===== src/rtl/mvu_job_seq.sv =====
// Job sequencer for a bank of bit-serial MVU lanes: walks len words per bit plane
// across prec planes, with clear/shift/enable strobes gated by a per-job lane mask.

module mvu_job_lane (
    input  logic clk,
    input  logic rst_n,
    input  logic part_i,
    input  logic clr_i,
    input  logic sh_i,
    input  logic en_i,
    output logic clr_o,
    output logic sh_o,
    output logic en_o
);
    logic clr_q, sh_q, en_q;

    always_ff @(posedge clk or negedge rst_n) begin
        if (!rst_n) begin
            clr_q <= 1'b0;
            sh_q  <= 1'b0;
            en_q  <= 1'b0;
        end else begin
            clr_q <= clr_i & part_i;
            sh_q  <= sh_i & part_i;
            en_q  <= en_i & part_i;
        end
    end

    assign clr_o = clr_q;
    assign sh_o  = sh_q;
    assign en_o  = en_q;
endmodule

module mvu_job_seq #(
    parameter int N  = 8,
    parameter int AW = 9,
    parameter int LW = 9,
    parameter int PW = 4
) (
    input  logic            clk,
    input  logic            rst_n,
    input  logic            cmd_valid,
    output logic            cmd_ready,
    input  logic [AW-1:0]   cmd_base,
    input  logic [LW-1:0]   cmd_len,
    input  logic [PW-1:0]   cmd_prec,
    input  logic [1:0]      cmd_mode,
    input  logic [N-1:0]    cmd_mask,
    input  logic            hold,
    input  logic            abort,
    output logic [N-1:0]    clr,
    output logic [N-1:0]    sh,
    output logic [N-1:0]    en,
    output logic [2*N-1:0]  mulmode,
    output logic [AW*N-1:0] raddr,
    output logic            busy,
    output logic            done
);
    typedef enum logic [2:0] {S_IDLE, S_CLR, S_RUN, S_SHIFT, S_DONE} state_t;

    state_t        state_q, state_d;
    logic [AW-1:0] ptr_q, ptr_d, raddr_q, raddr_d;
    logic [LW-1:0] len_q, len_d, wcnt_q, wcnt_d;
    logic [PW-1:0] prec_q, prec_d, pcnt_q, pcnt_d;
    logic [1:0]    mode_q, mode_d;
    logic [N-1:0]  mask_q, mask_d;
    logic          done_q, done_d, busy_q, busy_d, rdy_q, rdy_d;
    logic          clr_d, sh_d, en_d;
    logic          issue;

    always_ff @(posedge clk or negedge rst_n) begin
        if (!rst_n) begin
            state_q <= S_IDLE;
            ptr_q   <= '0;
            raddr_q <= '0;
            len_q   <= '0;
            wcnt_q  <= '0;
            prec_q  <= '0;
            pcnt_q  <= '0;
            mode_q  <= '0;
            mask_q  <= '0;
            done_q  <= 1'b0;
            busy_q  <= 1'b0;
            rdy_q   <= 1'b1;
        end else begin
            state_q <= state_d;
            ptr_q   <= ptr_d;
            raddr_q <= raddr_d;
            len_q   <= len_d;
            wcnt_q  <= wcnt_d;
            prec_q  <= prec_d;
            pcnt_q  <= pcnt_d;
            mode_q  <= mode_d;
            mask_q  <= mask_d;
            done_q  <= done_d;
            busy_q  <= busy_d;
            rdy_q   <= rdy_d;
        end
    end

    // issue = a word is presented to the lanes next cycle; the pointer never
    // rewinds between planes, so planes are laid out back to back in memory.
    always_comb begin
        state_d = state_q;
        ptr_d   = ptr_q;
        len_d   = len_q;
        wcnt_d  = wcnt_q;
        prec_d  = prec_q;
        pcnt_d  = pcnt_q;
        mode_d  = mode_q;
        mask_d  = mask_q;
        issue   = 1'b0;
        if (abort && state_q != S_IDLE) begin
            state_d = S_IDLE;
        end else begin
            case (state_q)
                S_IDLE: begin
                    if (cmd_valid) begin
                        state_d = S_CLR;
                        ptr_d   = cmd_base;
                        len_d   = cmd_len;
                        prec_d  = (cmd_prec == '0) ? PW'(1) : cmd_prec;
                        mode_d  = cmd_mode;
                        mask_d  = cmd_mask;
                        wcnt_d  = '0;
                        pcnt_d  = '0;
                    end
                end
                S_CLR: begin
                    if (len_q != '0) begin
                        state_d = S_RUN;
                        issue   = 1'b1;
                    end else begin
                        state_d = S_DONE;
                    end
                end
                S_RUN: begin
                    if (!hold) begin
                        if (wcnt_q != len_q) begin
                            issue = 1'b1;
                        end else if (pcnt_q == prec_q - PW'(1)) begin
                            state_d = S_DONE;
                        end else begin
                            state_d = S_SHIFT;
                            pcnt_d  = pcnt_q + PW'(1);
                            wcnt_d  = '0;
                        end
                    end
                end
                S_SHIFT: begin
                    if (!hold) begin
                        state_d = S_RUN;
                        issue   = 1'b1;
                    end
                end
                S_DONE:  state_d = S_IDLE;
                default: state_d = S_IDLE;
            endcase
        end
        if (issue) begin
            ptr_d  = ptr_q + AW'(1);
            wcnt_d = wcnt_q + LW'(1);
        end
    end

    // Strobes are decoded from the upcoming state so every output leaves a flop.
    always_comb begin
        clr_d   = (state_d == S_CLR);
        sh_d    = (state_q == S_RUN) && (state_d == S_SHIFT);
        en_d    = issue;
        raddr_d = issue ? ptr_q : raddr_q;
        done_d  = (state_d == S_DONE);
        busy_d  = (state_d != S_IDLE);
        rdy_d   = (state_d == S_IDLE);
    end

    genvar i;
    for (i = 0; i < N; i++) begin : g_lane
        mvu_job_lane u_lane (
            .clk    (clk),
            .rst_n  (rst_n),
            .part_i (mask_d[i]),
            .clr_i  (clr_d),
            .sh_i   (sh_d),
            .en_i   (en_d),
            .clr_o  (clr[i]),
            .sh_o   (sh[i]),
            .en_o   (en[i])
        );
        assign mulmode[2*i +: 2]  = mode_q;
        assign raddr[AW*i +: AW] = raddr_q;
    end

    assign cmd_ready = rdy_q;
    assign busy      = busy_q;
    assign done      = done_q;
endmodule

===== config.mk =====
export PLATFORM = sky130hd
export DESIGN_NAME = mvu_job_seq
export DESIGN_NICKNAME = d
export VERILOG_FILES = /design/src/rtl/mvu_job_seq.sv
export SDC_FILE = /design/constraint.sdc
export NUM_CORES = 1
export LEC_CHECK = 0
export CAP_MARGIN = 20
export CELL_PAD_IN_SITES_DETAIL_PLACEMENT = 1
export CELL_PAD_IN_SITES_GLOBAL_PLACEMENT = 1
export CORE_MARGIN = 8
export CORE_UTILIZATION = 30
export DETAILED_ROUTE_END_ITERATION = 10
export PLACE_DENSITY_LB_ADDON = 0.3
export SYNTH_ARGS = -nofsm -noshare
export SYNTH_HDL_FRONTEND = slang
export SYNTH_SLANG_ARGS = --single-unit

===== constraint.sdc =====
create_clock -name clk -period 2.5 [get_ports clk]
set_input_delay 0.5 -clock clk [delete_from_list [all_inputs] [get_ports clk]]
set_output_delay 0.5 -clock clk [all_outputs]
set_load 0.1 [all_outputs]

==> impl_metrics.env <==
export IMPL_grt_pass1_vias=3411
export IMPL_finalNetCount=564
export IMPL_cts_tree="done"
export IMPL_crit_arrival_ns=2.48
export IMPL_grtUsageTotal_pct=12.1
export IMPL_die_x_um=137
export IMPL_drv_cap=0
export IMPL_seq_area_frac_synth_pct=48.2
export IMPL_worst_r2r_endpoint="ptr_q[7]"
export IMPL_slew_headroom_pct=53.2
export IMPL_viasPerCell=4.53
export IMPL_syn_inst=465
export IMPL_drc_errors=0
export IMPL_gp_congestion=0.796
export IMPL_first_pass_iters=4
export IMPL_fin_util_pct=37.7
export IMPL_critPathCaptureType="flop"
export IMPL_finalSetupViolations=0
export IMPL_cts_root_buf="clkbuf_16"
export IMPL_fin_crit_sh_pct=89.8
export IMPL_async_reset_ff_share_pct=100
export IMPL_ios=152
export IMPL_grt_overflow_total=0
export IMPL_cp_max_fo=9
export IMPL_dr_first_iter_drc_count=228
export IMPL_numClockSinks=84
export IMPL_drive_above_1_share_pct=28.6
export IMPL_cp_slowest_stage_delay_ns=0.56
export IMPL_final_cell_mix="buf_4 (125), dfrtp_1 (83), nand2_1 (72)"
export IMPL_crit_slowest_cell="or4_4"
export IMPL_fmax_mhz=445
export IMPL_cts_made_buffers=9
export IMPL_detail_route_antenna_nets=0
export IMPL_cts_clk_slew_worst_paths_ns=0.06
export IMPL_cts_resized=0
export IMPL_hpwl_mm=8.35
export IMPL_crit_buf_inv=0
export IMPL_ys_top_cells_by_area="dfrtp_1 (48%), buf_4 (18%), nand2_1 (6.2%), nor2_1 (2.8%), a21oi_1 (2.3%)"
export IMPL_ys_flop_type="dfrtp_1"
export IMPL_synth_edff_count=0
export IMPL_crit_type="reg -> reg"
export IMPL_grt_pass1_wl_mm=17.7
export IMPL_fin_tns_setup_ns=0
export IMPL_core_area_um2=14400
export IMPL_finalWirelength_mm=11.2
export IMPL_antenna_found_initial=0
export IMPL_dp_cells=696
export IMPL_die_area_um2=18700
export IMPL_slew_viol_final=0
export IMPL_syn_avg_cell_area_um2=9.39
export IMPL_rrSetupSlack_ns=0.25
export IMPL_wl_per_cell_um=15.7
export IMPL_area_growth_pct=23.9
export IMPL_cts_path_max_buffers=2
export IMPL_die_height_um=137
export IMPL_status="completed"
export IMPL_ys_ff_latch=84
export IMPL_start_util_pct=30.4
export IMPL_vias=3222
export IMPL_crit_family="simple AND/OR/NAND/NOR gates"
export IMPL_worstPathCellList="or4_4, nor4_4, nor2_2, o21a_4, mux2_4, o221a_1"
export IMPL_report_final_hold_viol_count=0
export IMPL_grt_start_max_net_pins=51
export IMPL_stdcell_count=712
export IMPL_yosysTopAreaCell="dfrtp_1"
export IMPL_io_buffers=151
export IMPL_critPathRequiredTime_ns=2.73
export IMPL_fin_skew_ns=0.00924
export IMPL_reg2reg_from="len_q[3]"
export IMPL_final_common_cell="buf_4"
export IMPL_h_tree_depth=3
export IMPL_rr_worst_depth=6
export IMPL_yosysTopAreaCellShare_pct=47.6
export IMPL_synth_distinct_cells=45
export IMPL_rows=44
export IMPL_hp_class="in -> async"
export IMPL_n_antenna_cell=0
export IMPL_clkLatencyLatePin_ns=0.34
export IMPL_post_cts_setup_buffers=0
export IMPL_rsz0062_at_grt="no"
export IMPL_cts_hold_buffers=0
export IMPL_syn_cell_area_um2=4370
export IMPL_fill_cells=1653
export IMPL_crit_path_start_kind="flop"
export IMPL_yosys_warnings=0
export IMPL_synth_fp_nets=506
export IMPL_period_minus_slack_ns=2.25
export IMPL_tightest_slew_ns=0.701
[flip-flops by register name, indices dropped and copies added (netlist names)]
name / cells
len_q: 9
ptr_q: 9
raddr_q: 9
wcnt_q: 9
g_lane.u_lane.clr_o: 8
g_lane.u_lane.en_o: 8
g_lane.u_lane.sh_o: 8
mask_q: 8
pcnt_q: 4
prec_q: 4
state_q: 3
mode_q: 2
busy: 1
cmd_ready: 1
done: 1
[metal layers]
layer	global-route usage, %	vias up	routed length (um)	part of all wire (%)
li1	-	1547	-	-
met1	14.2	1565	4760	43
met3	3.34	14	836	7.5
met5	0	-	0	0
met4	6.28	0	242	2.2
met2	19.7	96	5360	48
[worst max path at each step]
stage	from	depth (start not counted)	slack, ns	endpoint
CTS	len_q[3]	6	0.23	ptr_q[7]
finish	len_q[3]	6	0.25	ptr_q[7]
global placement	hold	6	0.22	ptr_q[7]
floorplan	len_q[3]	6	0.40	ptr_q[7]
global route	len_q[3]	7	0.14	ptr_q[5]
detailed placement	hold	6	0.16	ptr_q[7]
[cells in the mapped netlist (all sizes together) (3+ instances only)]
cell type,count
xor2,4
or3,3
o21ai,13
buf,105
nand4,10
clkbuf,10
nor2,34
nor3,16
inv,16
nand3,18
and2,8
xnor2,11
dfrtp,83
ha,4
a21oi,20
mux2i,6
nand2,72
[logic make-up after synthesis]
| logic type | synth area share, % |
|---|---|
| simple gates | 18.9 |
| buf+inv | 20.1 |
| flops | 48.2 |
| compound gates | 6.96 |
| xor+xnor | 3.01 |
| mux | 1.72 |
| fa+ha+maj | 1.15 |
[final cells by class]
cell class                 instances  area, um2  share of cell area [%]
clock buffer                      12        236                    4.37
clock inverter                     4       51.3                   0.948
inverter                          16       60.1                    1.11
multi-input combinational        250       1400                    25.9
sequential                        84       2100                    38.9
tap                              184        230                    4.25
timing repair buffer             162       1330                    24.5
[metrics by stage]
stage / worst slack [ns] / hold WS (ns) / area [um2]
floorplan: 0.397 / 0.204 / 4370
global placement: 0.216 / 0.464 / 5120
detailed placement: 0.157 / 0.475 / 5120
CTS: 0.234 / 0.233 / 5410
global route: 0.139 / 0.272 / 5410
finish: 0.254 / 0.197 / 5410
[worst register-to-register path, delay by kind of cell, from the launching register on]
family,cells,cell delay (ns)
muxes,1,0.30
AOI/OAI and AO/OA,2,0.49
and+or+nand+nor,3,0.95
DFF,1,0.40
Power is not shown: default switching activity piles up to over one toggle a cycle in this logic, so the estimate is an artifact.
